## src/rtl/mips32_prog_loader.sv

```systemverilog
// Byte-stream program loader: parses a counted, XOR-checksummed image and writes it into
// instruction memory while holding the MIPS32 core in reset until the image verifies.
module mips32_prog_loader #(
    parameter int ADDR_W       = 10,
    parameter int DEPTH        = 1024,
    parameter int CPU_RST_HOLD = 2
) (
    input  logic              clk,
    input  logic              rst,
    input  logic              byte_valid,
    input  logic [7:0]        byte_data,
    output logic              byte_ready,
    input  logic              load_req,
    output logic              imem_we,
    output logic [ADDR_W-1:0] imem_addr,
    output logic [31:0]       imem_wdata,
    output logic              cpu_rst,
    output logic              load_done,
    output logic              load_err,
    output logic [ADDR_W:0]   words_loaded
);

    typedef enum logic [2:0] {
        S_HDR_HI,
        S_HDR_LO,
        S_DATA,
        S_CHECK,
        S_DONE,
        S_ERROR
    } state_t;

    localparam logic [15:0]       DEPTH_W   = 16'(DEPTH);
    localparam logic [3:0]        HOLD_W    = 4'(CPU_RST_HOLD);
    localparam logic [ADDR_W-1:0] ADDR_ONE  = ADDR_W'(1);
    localparam logic [ADDR_W:0]   WORDS_ONE = (ADDR_W + 1)'(1);

    state_t            state_q;
    logic [7:0]        cnt_hi_q;
    logic [15:0]       cnt_q;
    logic [7:0]        acc_q;
    logic [1:0]        idx_q;
    logic [23:0]       shift_q;
    logic              we_q;
    logic [ADDR_W-1:0] addr_q;
    logic [31:0]       wdata_q;
    logic              cpu_rst_q;
    logic              done_q;
    logic              err_q;
    logic [ADDR_W:0]   words_q;
    logic [3:0]        hold_q;

    logic              xfer;
    logic [15:0]       hdr_n;
    logic              last_word;

    assign byte_ready = !rst && (state_q != S_DONE) && (state_q != S_ERROR);
    assign xfer       = byte_valid && byte_ready;
    assign hdr_n      = {cnt_hi_q, byte_data};
    // Earlier words are always committed by the time the 4th byte of the next word arrives.
    assign last_word  = (16'(words_q) + 16'd1) == cnt_q;

    always_ff @(posedge clk) begin
        if (rst) begin
            state_q   <= S_HDR_HI;
            cnt_hi_q  <= 8'd0;
            cnt_q     <= 16'd0;
            acc_q     <= 8'd0;
            idx_q     <= 2'd0;
            shift_q   <= 24'd0;
            we_q      <= 1'b0;
            addr_q    <= '0;
            wdata_q   <= 32'd0;
            cpu_rst_q <= 1'b1;
            done_q    <= 1'b0;
            err_q     <= 1'b0;
            words_q   <= '0;
            hold_q    <= 4'd0;
        end else begin
            we_q <= 1'b0;
            if (we_q) begin
                addr_q  <= addr_q + ADDR_ONE;
                words_q <= words_q + WORDS_ONE;
            end
            case (state_q)
                S_HDR_HI: begin
                    if (xfer) begin
                        cnt_hi_q <= byte_data;
                        acc_q    <= acc_q ^ byte_data;
                        state_q  <= S_HDR_LO;
                    end
                end
                S_HDR_LO: begin
                    if (xfer) begin
                        cnt_q <= hdr_n;
                        acc_q <= acc_q ^ byte_data;
                        if (hdr_n == 16'd0) begin
                            state_q <= S_CHECK;
                        end else if (hdr_n > DEPTH_W) begin
                            state_q <= S_ERROR;
                            err_q   <= 1'b1;
                        end else begin
                            state_q <= S_DATA;
                        end
                    end
                end
                S_DATA: begin
                    if (xfer) begin
                        acc_q <= acc_q ^ byte_data;
                        idx_q <= idx_q + 2'd1;
                        if (idx_q == 2'd3) begin
                            we_q    <= 1'b1;
                            wdata_q <= {shift_q, byte_data};
                            if (last_word) begin
                                state_q <= S_CHECK;
                            end
                        end else begin
                            shift_q <= {shift_q[15:0], byte_data};
                        end
                    end
                end
                S_CHECK: begin
                    if (xfer) begin
                        if (byte_data == acc_q) begin
                            state_q <= S_DONE;
                            done_q  <= 1'b1;
                            hold_q  <= HOLD_W;
                        end else begin
                            state_q <= S_ERROR;
                            err_q   <= 1'b1;
                        end
                    end
                end
                S_DONE, S_ERROR: begin
                    if (load_req) begin
                        state_q   <= S_HDR_HI;
                        cpu_rst_q <= 1'b1;
                        done_q    <= 1'b0;
                        err_q     <= 1'b0;
                        addr_q    <= '0;
                        words_q   <= '0;
                        acc_q     <= 8'd0;
                        idx_q     <= 2'd0;
                        hold_q    <= 4'd0;
                    end else if (state_q == S_DONE && hold_q != 4'd0) begin
                        hold_q <= hold_q - 4'd1;
                        if (hold_q == 4'd1) begin
                            cpu_rst_q <= 1'b0;
                        end
                    end
                end
                default: state_q <= S_HDR_HI;
            endcase
        end
    end

    assign imem_we      = we_q;
    assign imem_addr    = addr_q;
    assign imem_wdata   = wdata_q;
    assign cpu_rst      = cpu_rst_q;
    assign load_done    = done_q;
    assign load_err     = err_q;
    assign words_loaded = words_q;

endmodule

```

## config.mk

```make
export PLATFORM = sky130hd
export DESIGN_NAME = mips32_prog_loader
export DESIGN_NICKNAME = d
export VERILOG_FILES = /design/src/rtl/mips32_prog_loader.sv
export SDC_FILE = /design/constraint.sdc
export NUM_CORES = 1
export LEC_CHECK = 0
export ABC_CLOCK_PERIOD_IN_PS = 5170
export BUFFER_PORTS_ARGS = -buffer_cell sky130_fd_sc_hd__buf_2
export CAP_MARGIN = 20
export CELL_PAD_IN_SITES_DETAIL_PLACEMENT = 0
export CELL_PAD_IN_SITES_GLOBAL_PLACEMENT = 1
export CORE_MARGIN = 2
export CORE_UTILIZATION = 46
export CTS_CLUSTER_DIAMETER = 40
export CTS_CLUSTER_SIZE = 12
export DETAILED_ROUTE_END_ITERATION = 12
export PLACE_DENSITY = 0.86
export SLEW_MARGIN = 20
export SYNTH_ARGS = -nofsm -noshare
export SYNTH_HDL_FRONTEND = slang
export SYNTH_SLANG_ARGS = --single-unit
```

## constraint.sdc

```tcl
create_clock -name clk -period 5.17 [get_ports clk]
set_input_delay 0.2585 -clock clk [delete_from_list [all_inputs] [get_ports clk]]
set_output_delay 0.2585 -clock clk [all_outputs]
set_load 0.02 [all_outputs]
```

# After elaboration in Yosys (flattened, before gate mapping)
# Cells that the tools add are included.
# W data, S select, Z words.
[classes]
n_addsub = 5
mul = 0
n_div = 0
order_cmp = 1
eq_ne = 24
n_shift = 0
muxes = 42
n_bitwise = 4
n_reduce_logical = 28
[op_table]
columns = ["operator", "n"]
rows = [
  ["$mux W11", 3],
  ["$mux W10", 3],
  ["$mux W3", 9],
  ["$ne A2 B2 Y1 const B", 11],
  ["$eq A12 B16 Y1", 1],
  ["$gt A16 B11 Y1 const B", 1],
  ["$logic_not A16 Y1", 1],
  ["$mux W4", 4],
  ["$mux W8", 2],
  ["$pmux W8 S2", 1],
  ["$pmux W3 S5", 1],
  ["$reduce_and A3 Y1", 5],
  ["$reduce_and A7 Y1", 2],
  ["$mux W1", 13],
  ["$add A11 B1 Y12 const B", 1],
  ["$add A11 B1 Y11 const B", 1],
  ["$add A10 B1 Y10 const B", 1],
  ["$reduce_bool A2 Y1", 5],
  ["$ne A3 B3 Y1 const B", 3],
  ["$eq A8 B8 Y1", 1],
  ["$pmux W4 S2", 1],
  ["$reduce_and A4 Y1", 2],
  ["$xor A8 B8 Y8", 1],
  ["$eq A3 B2 Y1 const B", 2],
  ["20 further kinds", 29],
]
[totals]
register_bits = 122
latch_bits = 0
mem_bits_rw = 0
rom_bits = 0
inputBits = 12
n_memories = 0

# Longest topological paths before layout
# Gate-level depths: netlist (run 1).
[logic_depth]
depth_word = 6
mapped_depth = 9
mapped_depth_nobuf = 7

# Least setup slack after synthesis (run 1)
# No wires, ideal clock.
[synth_path]
path_kind = "register to register"
from = "register words_q[0], in the netlist words_loaded[0]"
to = "register state_q[0]"
t_arrival_ns = 2.155
setup_slack_ns = 2.928
stages_incl_launch_ff = 9
path_buffers = 1
cell_sequence = "dfxtp_1 > ha_1 > clkbuf_1 > nand2_1 > xnor2_1 > nand3_1 > a2111oi_2 > nand4_1 > a221oi_2"
[synth_between]
elab_chain_len = 4
[synth_rtl]
columns = ["item", "line_no", "source"]
rows = [
  ["from (decl)", "49", "logic [ADDR_W:0] words_q;"],
  ["from (signal assigned)", "82", "words_q <= words_q + WORDS_ONE;"],
  ["$add A11 B1 Y12", "60", "assign last_word = (16'(words_q) + 16'd1) == cnt_q;"],
  ["$eq A12 B16 Y1", "60", ""],
  ["$ne A2 B2 Y1 (no source line)", "n/a", ""],
  ["$reduce_and A7 Y1 (no source line)", "n/a", ""],
  ["to (signal assigned)", "64", "state_q <= S_HDR_HI;"],
  ["to (signal assigned)", "89", "state_q <= S_HDR_LO;"],
  ["to (signal assigned)", "97", "state_q <= S_CHECK;"],
  ["to (decl)", "37", "state_t state_q;"],
]
# Every way passes these cells.
# A chain may end at the register's enable or synchronous reset.

# Worst setup path in the final report (run 1)
[layout_path]
from = "register state_q[2]"
to = "register addr_q[3], in the netlist imem_addr[3]"
[layout_between]
elab_chain_len = 3
[layout_rtl]
columns = ["item", "line_no", "source"]
rows = [
  ["$eq A3 B3 Y1", "84", "case (state_q)"],
  ["$reduce_or A2 Y1 (*)", "84", ""],
  ["$mux W10 (*)", "84", ""],
  ["to (signal assigned)", "81", "addr_q <= addr_q + ADDR_ONE;"],
  ["to (decl)", "44", "logic [ADDR_W-1:0] addr_q;"],
]
# Every way passes the cells marked *; elsewhere a longest branch is shown, timed or not.

==> results of run 1 <==
## sequential cells by signal (all words and copies together), names as in the netlist, 4 cells and up
register	flops
imem_wdata	32
acc_q	8
cnt_hi_q	8
words_loaded	11
imem_addr	10
hold_q	4
shift_q	24
cnt_q	16
## stage by stage
step	util (%)	total power, mW	hold WS [ns]	setup WS [ns]	instances
final	56.0	2.41	0.192	2.63	842
after global placement	50.0	1.10	0.434	2.65	810
after detailed placement	50.0	1.11	0.445	2.52	810
after floorplan	-	1.08	0.432	2.93	638
after CTS	56.0	2.44	0.177	2.61	842
after global routing	56.0	2.49	0.186	2.42	842
## layout make-up
class	count	area [sq um]
timing repair buffer	74	383
fill	1029	4960
tap	143	179
sequential	122	2440
clock inverter	10	185
clock buffer	22	494
multi-input combinational	465	2610
inverter	6	22.5
## how the worst max path moves through the flow
stage | from | to | slack (ns) | cells after the start
6_report | state_q[2]$_SDFFE_PP0P_ | imem_addr[3]$_SDFF_PP0_ | 2.63 | 4
4_1_cts | state_q[2]$_SDFFE_PP0P_ | imem_addr[3]$_SDFF_PP0_ | 2.61 | 4
3_3_place_gp | rst | imem_wdata[2]$_SDFFE_PP0P_ | 2.65 | 8
2_1_floorplan | words_loaded[0]$_SDFF_PP0_ | state_q[0]$_SDFFE_PP0P_ | 2.93 | 8
3_5_place_dp | rst | imem_wdata[3]$_SDFFE_PP0P_ | 2.52 | 8
5_1_grt | state_q[2]$_SDFFE_PP0P_ | imem_addr[3]$_SDFF_PP0_ | 2.42 | 4
## power breakdown
part           leakage [nW]  internal, mW  switching [mW]  total (mW)
logic                  1.10        0.0437          0.0710       0.115
clock network         0.333         0.919           0.409        1.33
registers             0.985         0.956          0.0159       0.972
## cell usage in the layout, fill, tap and decap left out, types with 3 or more instances in the layout
master	Yosys	final
sky130_fd_sc_hd__a21o_1	4	4
sky130_fd_sc_hd__a21oi_1	77	77
sky130_fd_sc_hd__a31oi_1	4	4
sky130_fd_sc_hd__and3_1	3	3
sky130_fd_sc_hd__buf_2	4	69
sky130_fd_sc_hd__buf_4	0	5
sky130_fd_sc_hd__bufinv_16	0	5
sky130_fd_sc_hd__clkbuf_16	0	17
sky130_fd_sc_hd__clkbuf_8	0	5
sky130_fd_sc_hd__dfxtp_1	122	122
sky130_fd_sc_hd__ha_1	6	6
sky130_fd_sc_hd__inv_1	6	6
sky130_fd_sc_hd__mux2i_1	27	27
sky130_fd_sc_hd__nand2_1	144	144
sky130_fd_sc_hd__nand2b_1	3	3
sky130_fd_sc_hd__nand3_1	13	13
sky130_fd_sc_hd__nand3b_1	8	8
sky130_fd_sc_hd__nand4_1	7	7
sky130_fd_sc_hd__nor2_1	56	56
sky130_fd_sc_hd__nor3_1	4	4
sky130_fd_sc_hd__nor4_1	8	8
sky130_fd_sc_hd__o21a_1	3	3
sky130_fd_sc_hd__o21ai_0	19	19
sky130_fd_sc_hd__or3_1	9	9
sky130_fd_sc_hd__xnor2_1	24	24
sky130_fd_sc_hd__xor2_1	16	16
## routing by layer
| metal | share of wire [%] | wire (um) | track usage [%] | vias to the layer above |
|---|---|---|---|---|
| met5 | 0 | 0 | 0 | - |
| met4 | 1.2 | 145 | 7.42 | 0 |
| li1 | - | - | - | 2245 |
| met2 | 45 | 5460 | 32.4 | 111 |
| met3 | 5.0 | 602 | 6.07 | 11 |
| met1 | 49 | 5900 | 27.5 | 2088 |
## cell families after synthesis
family	synth area share, %
AOI/OAI and AO/OA	13.3
xor gates and xnor gates	6.66
adders and majority gates	1.43
buffers and inverters	3.88
DFF	46.5
muxes	5.14
and+or+nand+nor	23.1
## worst max-delay path: cells and delay by family (launching register included)
kind | cells | cell delay [ns]
and+or+nand+nor | 4 | 1.73
DFF | 1 | 0.64
==> results.md, run 1 <==
- The post-synthesis cell count is 638.
- The routed via count divided by cell count is between 5 and 6.
- The number of gates resized after cts is 0.
- The maximum fanout encountered on the critical timing path is 24.
- The worst hold-check path type is input port to flop.
- Ranked by total cell area, the synthesized netlist is headed by sky130_fd_sc_hd__dfxtp_1, sky130_fd_sc_hd__nand2_1, sky130_fd_sc_hd__a21oi_1.
- TritonCTS built the clock tree.
- During synthesis, Yosys emitted a total of 0 warnings.
- The final count of negative-setup-slack endpoints is 0.
- The global-route total usage across every layer is between 20% and 30%.
- 0 antenna diodes ended up in the layout.
- The die covers approximately 12000 sq um.
- The number of global-route vias before repair was approximately 4300.
- The worst reg-to-reg setup slack is 2.63 ns.
- The achievable clock frequency is 394 MHz.
- The die is 111 um tall.
- After floorplanning, the core was divided into 39 placement rows.
- Counting I/O delays and the setup requirement, the final critical path takes ~2.5 ns.
- In this run the remaining antenna-violating nets after routing total 0.
- The wire length of the first global-routing pass is 20700 um.
- The worst hold path terminates at shift_q[0]$_SDFFE_PP0P_.
- CTS built an H-tree with a depth of 4.
- In this design, the stage delay of the slowest critical-path cell is 0.72 ns.
- IR analysis of the VDD net gives a maximum drop of around 0.00029 V.
- The number of nets handed over by synthesis was 656.
- Once detailed placement completed, the half-perimeter wirelength came to about 7900 um.
- Across all layers, the routed design uses 4455 vias.
- The max-slew violation total from the final report came to 0.
- In the synthesized netlist the dominant register cell turns out to be sky130_fd_sc_hd__dfxtp_1.
- The maximum buffer depth of the clock tree is 2.
- The average instance in the mapped netlist occupies ~8 sq um.
- The number of I/O port buffers is slightly below 70.
- The worst setup path is launched from a flop.
- After synthesis, flip-flops and latches occupy a little under half of the total area.
- The startpoint identified for the worst register-to-register timing path is state_q[2]$_SDFFE_PP0P_.
- The share of the clock period used by the worst path after layout is between 40% and 50%.
- The remaining global-route overflow is 0.
- 70 I/O pins were placed.
- The startpoint of the tightest hold check path is byte_data[0].
- The share of synthesized flip-flops with an asynchronous set or reset is 0%.
- By count the netlist is led by sky130_fd_sc_hd__nand2_1, sky130_fd_sc_hd__dfxtp_1, sky130_fd_sc_hd__a21oi_1.
- The flow ran to the end, and the final reports show no timing, DRC or antenna violations.
- The number of library cell types mapped by synthesis is 50.
- The clock transition at the register clock pins on the worst setup and hold paths after CTS is roughly 0.05 ns.
- The length in cells of the worst reg-to-reg path is 4.
- Of all cell types, the one taking the most synthesized area is sky130_fd_sc_hd__dfxtp_1.
- The number of clock sinks is between 100 and 150.
- The number of antenna violations at the first check in global routing is 0.
- The type of destination of the critical path is a flop.
- The worst register-to-register path ends at imem_addr[3]$_SDFF_PP0_.
- The total area inside the core boundary comes to ~11000 sq um.
- Routability-driven placement finished with a final weighted congestion of between 0.8 and 0.9.
- Entering global routing, the biggest net connects a little over 70 pins.
- The post-CTS setup repair buffer count is 0.
- Headroom to the max-slew limit came out at approximately a third.
- The finished cells cover ~6300 sq um.
- The clock skew is approximately 0.0052 ns.
- Counting instances, the worst hold path has a depth of 3.
- Across the run, the number of max-cap violations was 0.
- Summing all placed instances gives a cell area of about 5600 sq um.
- For the worst setup path, the data required time is roughly 5.4 ns.
- The initial detailed-routing violation count is about 240.
- The share of cells above drive strength 1 is between 10% and 20%.
- The first detailed-routing pass ran for 5 iterations.
- The quantity of hold-fixing buffers added after cts is 0.
- Data arrives at the worst endpoint at between 2 and 3 ns.
- The power density over cell area is ~380 nW/um^2.
- For the final routed database, the setup TNS stands at 0 ns.
- After detailed routing, the average wire length per cell comes to roughly 14 um.
- In this run, synthesis inferred 0 flip-flops with an integrated enable.
- The most frequent cell after synthesis is sky130_fd_sc_hd__nand2_1.
- Setup repair after global routing left no endpoint under its margin.
- From left edge to right edge, the die measures ~110 um.
- The number of buffers added by the clock tree synthesis step is 17.
- Once the floorplan was initialized, standard cells occupied a little under half of the core.
- Of the post-synthesis cell area, the dominant cell type holds roughly 46%.
- For the worst-skew pair, the clock arrives at the later sink with an insertion delay of 0.41 ns.
- The final number of hold-violating endpoints is 0.
- For this run, the post-layout net count is between 700 and 800.
- The cell at the root of the clock tree is sky130_fd_sc_hd__clkbuf_16.
- Among all stages on the critical path, the largest delay is contributed by sky130_fd_sc_hd__nand2b_1.
- At the pin with the least slew margin, the transition time is approximately 1.0 ns.
- The synthesized design contains 122 register bits.
- The static leakage is around 2.4 nW.
- In the routed design, unresolved DRC markers number 0.
- The layout-stage area growth over the synthesis result is 20.2%.
- Walking the worst path, the cells encountered are nor2b_1, nand2_1, nand2b_1, nor2_1.
- The mapped netlist covers 5260 sq um.
- The critical path is of the flop to flop type.
- For this block, the routed nets add up to about 12000 um of wire.
No activity file was read; power rests on OpenSTA's default activity.
==> run 2: changes to the inputs <==
Settings changed: ABC_CLOCK_PERIOD_IN_PS 5170 to 2700, CORE_UTILIZATION 46 to 43, PLACE_DENSITY 0.86 to 0.82.
Clock period 5.17 ns to 2.7 ns, I/O delays scaled along.
==> results.md, run 2 (synthesis results as in run 1) <==
- Measured along the y axis, the die boundary spans around 110 um.
- Across the routed clock network, the largest skew measured is just under 0.005 ns.
- The data arrival time at the worst-slack endpoint is 2.67 ns.
- The endpoint of the lowest-slack register-to-register path is state_q[0]$_SDFFE_PP0P_.
- The final number of hold-violating endpoints is 0.
- After detailed routing, the number of remaining DRC violations is 0.
- The I/O pin total is 70.
- For the worst flop-to-flop path, the logic depth is 6.
- The post-CTS setup repair buffer count is 0.
- The tightest min-delay check is of the input port to flop type.
- The critical path crosses 6 cells after its start point.
- Hold timing on the final database bottoms out at a slack of roughly 0.059 ns.
- The number of gates resized after cts is 0.
- Summed over all nets, the half-perimeter wirelength after detailed placement is 8180 um.
- STA classifies the critical path endpoint as a flop.
- Global routing consumed, over all layers together, slightly below 20% of the routing resources.
- The final layout contains routed wiring with a total length of approximately 12000 um.
- The first detailed-routing pass ran for 5 iterations.
- The max-slew violation total from the final report is 0.
- The flow ran to the end, and the final reports show no timing, DRC or antenna violations.
- The critical register-to-register path startpoint is state_q[2]$_SDFFE_PP0P_.
- Leaving out fill and tap cells, the most frequent cell in the layout is sky130_fd_sc_hd__nand2_1.
- The average wire length per cell after detail routing is roughly 14 um.
- Across the VDD grid, the largest voltage drop is ~0.00043 V.
- Summed over all failing endpoints, the final setup total negative slack is 0 ns.
- The most critical setup path has its endpoint at state_q[0]$_SDFFE_PP0P_.
- The most critical setup path has its startpoint at state_q[2]$_SDFFE_PP0P_.
- The worst hold path was traced through 3 stages.
- The initial utilization of the core area, before any placement, comes to between 40% and 50%.
- The maximum fanout encountered on the critical timing path is 15.
- The startpoint-to-endpoint class of the critical path is flop to flop.
- The number of antenna violations at the first check in global routing is 0.
- The maximum cell stage delay along the critical path is approximately 0.62 ns.
- The count of nets left with antenna violations after detail routing is 0.
- Of the available clock period, the critical path in the final layout requires approximately 86%.
- STA puts the critical path data required time at about 3 ns.
- The power density over cell area is approximately 700 nW/um^2.
- The transition at the pin with the smallest max-transition slack is just under 1 ns.
- The worst setup path is launched from a flop.
- The number of max-cap violations is 0.
- The number of global-route vias before repair is about 4000.
- Across all register-to-register paths, the minimum setup slack is between 0.3 and 0.4 ns.
- The remaining global-route overflow is 0.
- The first global-routing pass estimated about 20000 um of wire.
- The maximum buffer depth of the clock tree is 2.
- The worst-case headroom to the max-slew limit is a little over a third.
- After clock tree synthesis, the flow added hold-fix buffers numbering 0.
- The cell class contributing the biggest share of worst-path delay is compound AO/OA/AOI/OAI gates.
- In the layout the commonest cells are sky130_fd_sc_hd__nand2_1, sky130_fd_sc_hd__dfxtp_1, sky130_fd_sc_hd__a21oi_1, sky130_fd_sc_hd__buf_2, sky130_fd_sc_hd__nor2_1.
- The die width is between 100 and 150 um.
- The share of cells above drive strength 1 is between 10% and 20%.
- The die footprint is approximately 13000 sq um.
- Counting the buffers created by CTS gives 17.
- The number of I/O port buffers is a little under 70.
- Static timing analysis puts the maximum clock frequency at about 430 MHz.
- From synthesis to final layout, the design area changed by 19.8%.
- Walking the worst path, the cells encountered are o21ai_1, o21a_4, or4_4, a2111oi_2, nand4_1, a221oi_2.
- The flip-flop count of the largest register after layout is 32.
- For this design the static power due to leakage is 2.41 nW.
- The standard cell core area is approximately 12000 sq um.
- Setup violations remaining at the end of the flow were counted as 0.
- At the later pin of the worst-skew pair, clock insertion delay measures about 0.42 ns.
- The final net count is between 700 and 800.
- The worst path buffer plus inverter count is 0.
- The routed via count divided by cell count is between 5 and 6.
- TritonCTS built the clock tree.
- Setup repair after global routing left no endpoint under its margin.
- The initialized floorplan defines 40 standard-cell rows.
- The shortest period the worst path allows is roughly 2.3 ns.
- The root buffer cell chosen for the clock tree is sky130_fd_sc_hd__clkbuf_16.
- For this block, the initial DRC count from the detailed router was roughly 240.
- The number of vias after detailed routing is about 4500.
- The largest net degree at the start of global routing is 98.
- 0 antenna diodes ended up in the layout.
- The H-tree generated during clock tree synthesis spans 4 levels.
- At the end of routability-driven placement, the weighted congestion stood at approximately 0.83.
- The number of clock sinks is roughly 120.
- For this design, the slowest cell found on the critical path is sky130_fd_sc_hd__dfxtp_1.
- After clock tree synthesis, the clock-pin slew on the worst setup and hold paths is around 0.060 ns.
==> run 2: cell count changes in the layout (fill, tap and decap cells not counted) <==
cell	change
sky130_fd_sc_hd__clkinv_4	+1
sky130_fd_sc_hd__buf_4	+6
sky130_fd_sc_hd__clkinvlp_4	+3
sky130_fd_sc_hd__clkbuf_8	-4
sky130_fd_sc_hd__clkinv_2	+1
sky130_fd_sc_hd__bufinv_16	-2
sky130_fd_sc_hd__inv_6	+1
==> run 2: metal layers <==
metal	vias to the layer above	track usage (%)	share of wire, %
met5	-	0	0
met4	0	9.67	2.9
met3	31	5.03	5.1
met2	119	28.7	44
met1	2110	25.9	48
li1	2258	-	-
==> run 2: cell type report <==
type / count / area [sq um]
fill: 1144 / 5670
multi-input combinational: 465 / 2610
sequential: 122 / 2440
clock buffer: 18 / 439
timing repair buffer: 80 / 428
tap: 147 / 184
clock inverter: 14 / 170
inverter: 6 / 22.5
==> run 2: power breakdown <==
group	switching [mW]	internal (mW)
clock	0.833	1.47
combinational	0.144	0.0866
sequential	0.0278	1.83
==> run 2: tightest hold or removal path: stages <==
cell                      delay, ns
sky130_fd_sc_hd__buf_2         0.16
sky130_fd_sc_hd__nand2_1       0.08
sky130_fd_sc_hd__a21oi_1       0.05
==> run 2: through the flow <==
step	utilization [%]	std cells	area (sq um)	power, mW	worst slack, ns
after floorplan	-	638	5260	2.06	0.458
after global placement	47.5	820	5690	2.12	0.489
after detailed placement	47.5	820	5690	2.12	0.388
after CTS	52.6	852	6300	4.43	0.379
after global routing	52.6	852	6300	4.54	0.208
final	52.6	852	6300	4.40	0.368
==> run 2: how the worst min path moves through the flow <==
stage	startpoint	to	slack, ns
3_3_place_gp	imem_wdata[5]$_SDFFE_PP0P_	imem_wdata[5]$_SDFFE_PP0P_	0.44
6_report	byte_data[1]	shift_q[1]$_SDFFE_PP0P_	0.06
2_1_floorplan	load_req	idx_q[0]$_SDFFE_PP0P_	0.37
4_1_cts	byte_data[1]	imem_wdata[1]$_SDFFE_PP0P_	0.05
5_1_grt	byte_data[3]	shift_q[3]$_SDFFE_PP0P_	0.06
3_5_place_dp	imem_wdata[17]$_SDFFE_PP0P_	imem_wdata[17]$_SDFFE_PP0P_	0.44
==> run 3: changes to the inputs <==
Settings changed: CORE_ASPECT_RATIO from default to 0.7, MAX_ROUTING_LAYER from default to met4, PLACE_DENSITY 0.82 to default, PLACE_DENSITY_LB_ADDON from default to 0.1.
==> results.md, run 3 (synthesis results as in run 1) <==
- The number of cells traversed by the worst hold path is 3.
- In this run, the number of DRC markers left after iteration 0 of detailed routing was 218.
- The achievable clock frequency is between 400 and 500 MHz.
- In this design, the stage delay of the slowest critical-path cell is about 0.62 ns.
- The final design instance area without fill is between 6000 and 7000 sq um.
- Once the clock tree was built, the resizer swapped 0 gates to a different size.
- The wire length of the first global-routing pass is ~21000 um.
- For this block, the routed nets add up to roughly 13000 um of wire.
- The flow ran to the end, and the final reports show no timing, DRC or antenna violations.
- Input and output buffers added on the ports amount to slightly below 70.
- The worst-case headroom to the max-slew limit is between 30% and 40%.
- In this run the most critical hold path is launched from byte_data[0].
- The post-CTS setup repair buffer count is 0.
- The data arrival time at the worst-slack endpoint is 2.71 ns.
- The placed standard-cell area is about 5700 sq um.
- The transition at the pin with the smallest max-transition slack is slightly below 1 ns.
- By startpoint and endpoint, the worst setup path is classified as flop to flop.
- The library cell used most frequently in the layout, excluding fill and tap cells, is sky130_fd_sc_hd__nand2_1.
- The insertion delay of the later-clocked pin in the worst-skew pair is roughly 0.41 ns.
- Power spread over the standard cell area amounts to 678 nW/um^2.
- The quantity of hold-fixing buffers added after cts is 0.
- The standard cell core area is 11800 sq um.
- The maximum fanout encountered on the critical timing path is 15.
- After clock tree synthesis, the clock-pin slew on the worst setup and hold paths is approximately 0.05 ns.
- The routed via count divided by cell count is just over 5.
- In the final design database the tool counted 709 nets.
- The worst reg-to-reg setup slack is around 0.32 ns.
- The die footprint is 13100 sq um.
- The switching power share of the total is approximately 22%.
- Leaving out fill and tap cells, the most frequent cells in the layout are sky130_fd_sc_hd__nand2_1, sky130_fd_sc_hd__dfxtp_1, sky130_fd_sc_hd__a21oi_1, sky130_fd_sc_hd__buf_2, sky130_fd_sc_hd__nor2_1.
- The global-route total usage across every layer is between 20% and 30%.
- 70 I/O pins were placed.
- The die height is between 90 and 100 um.
- The part of the power in the clock network is 50.8%.
- The cell class contributing the biggest share of worst-path delay is compound AO/OA/AOI/OAI gates.
- The number of global-route vias before repair is ~4000.
- Setup total negative slack on the finished layout was measured at 0 ns.
- The remaining global-route overflow is 0.
- Max-cap violations in this run came to 0.
- The number of vias after detailed routing is roughly 4400.
- The layout-stage area growth over the synthesis result is 18.9%.
- Counting the buffers created by CTS gives 17.
- The longest clock path from root to sink contains 2 buffers.
- After detailed routing, the number of remaining DRC violations is 0.
- The critical path data required time is 3.02 ns.
- Setup repair after global routing left no endpoint under its margin.
- The initial utilization of the core area, before any placement, comes to around 45%.
- STA classifies the critical path startpoint as a flop.
- The internal power is between 3 and 4 mW.
- In this run the remaining antenna-violating nets after routing total 0.
- Among all stages on the critical path, the largest delay is contributed by sky130_fd_sc_hd__dfxtp_1.
- After layout, the design draws a total of ~4.2 mW.
- The cell sitting at the root of the clock tree is a sky130_fd_sc_hd__clkbuf_16.
- The tightest hold path in the finished design has a slack of 0.0521 ns.
- In the final routed layout, each cell accounts on average for around 15 um.
- The HPWL after detailed placement is just under 9000 um.
- The final design utilization is roughly 53%.
- The number of antenna violations at the first check in global routing was 0.
- Combinational logic burns roughly 5.3% of the power.
- The largest net degree at the start of global routing is slightly below 100.
- The part of the total power dissipated in sequential elements is around 44%.
- The number of detailed-routing iterations run before antenna repair is 4.
- Tracing the worst setup path back leads to its startpoint at state_q[2]$_SDFFE_PP0P_.
- The congestion estimate from routability-driven global placement came to between 0.8 and 0.9.
- The worst hold-check path type is input port to flop.
- The shortest period the worst path allows is ~2.4 ns.
- The max-slew violation total from the final report came to 0.
- The analysis attributes to net switching a power of between 0.9 and 1 mW.
- In this run the core area contains 33 standard-cell rows.
- The end of the worst hold path is imem_wdata[0]$_SDFFE_PP0P_.
- The length in cells of the worst reg-to-reg path is 6.
- The critical path goes through o21ai_1, o21a_4, or4_4, a2111oi_2, nand4_1, a221oi_2.
- The final number of hold-violating endpoints is 0.
- The share of the clock period used by the worst path after layout is 88.3%.
- The register with the most flip-flops in the layout has 32 of them.
- TritonCTS built the clock tree.
- The H-tree was split into 4 levels.
- The static leakage is around 2.4 nW.
- Of the cells placed in the final design, the portion with a size suffix greater than 1 is 17.0%.
- The type of destination of the critical path is a flop.
- The final count of negative-setup-slack endpoints is 0.
- The worst path buffer plus inverter count is 0.
- VDD sags by at most about 0.00046 V.
- The critical register-to-register path startpoint is state_q[2]$_SDFFE_PP0P_.
- The endpoint of the lowest-slack register-to-register path is state_q[0]$_SDFFE_PP0P_.
- CTS saw 122 sinks.
- 0 antenna diodes ended up in the layout.
- Measured along the x axis, the die boundary spans around 140 um.
- Across the routed clock network, the largest skew measured is ~0.0069 ns.
==> run 3: cell types whose count changed in the layout (fill, tap and decap cells not counted) <==
cell                         previous run  this run
sky130_fd_sc_hd__clkinvlp_4             4         2
sky130_fd_sc_hd__inv_6                  2         0
sky130_fd_sc_hd__clkinv_4               2         0
sky130_fd_sc_hd__buf_4                 11        10
sky130_fd_sc_hd__clkbuf_1               0         1
sky130_fd_sc_hd__bufinv_16              3         2
sky130_fd_sc_hd__clkbuf_8               1         2
sky130_fd_sc_hd__clkinv_2               3         5
==> run 3: worst max-delay path by stage <==
stage / endpoint / slack, ns / cells after the start
after floorplan: state_q[0]$_SDFFE_PP0P_ / 0.46 / 8
after global placement: state_q[0]$_SDFFE_PP0P_ / 0.47 / 6
after detailed placement: state_q[0]$_SDFFE_PP0P_ / 0.32 / 6
after CTS: state_q[0]$_SDFFE_PP0P_ / 0.32 / 6
after global routing: state_q[0]$_SDFFE_PP0P_ / 0.19 / 7
final: state_q[0]$_SDFFE_PP0P_ / 0.32 / 6
==> run 3: layout make-up <==
class | count | area, sq um
sequential | 122 | 2440
tap | 157 | 196
timing repair buffer | 79 | 420
inverter | 6 | 22.5
clock inverter | 9 | 100
fill | 1158 | 5560
clock buffer | 20 | 457
multi-input combinational | 465 | 2610
==> run 3: worst min-delay path, cell delays in order <==
cell and delay [ns]:
sky130_fd_sc_hd__buf_2 0.15, sky130_fd_sc_hd__nand2_1 0.07, sky130_fd_sc_hd__a21oi_1 0.05
==> run 3: per-layer routing <==
| metal | wire length, um | share of wire, % | vias up | track usage (%) |
|---|---|---|---|---|
| li1 | - | - | 2253 | - |
| met1 | 6760 | 53 | 2055 | 30.3 |
| met2 | 5040 | 40 | 92 | 28.7 |
| met3 | 690 | 5.5 | 14 | 4.85 |
| met4 | 150 | 1.2 | 0 | 6.25 |
| met5 | 0 | 0 | - | - |
==> run 3: per-stage QoR <==
stage	cells	setup WS, ns
after global routing	858	0.186
after CTS	858	0.316
final	858	0.316
after detailed placement	829	0.323
after floorplan	638	0.458
after global placement	829	0.470
==> run 3: power by group through the flow <==
stage | clock network [mW] | logic [mW] | registers (mW)
final | 2.15 | 0.226 | 1.86
after global routing | 2.27 | 0.254 | 1.86
after CTS | 2.20 | 0.227 | 1.86
after detailed placement | 0 | 0.227 | 1.90
after global placement | 0 | 0.225 | 1.90
after floorplan | 0 | 0.179 | 1.89
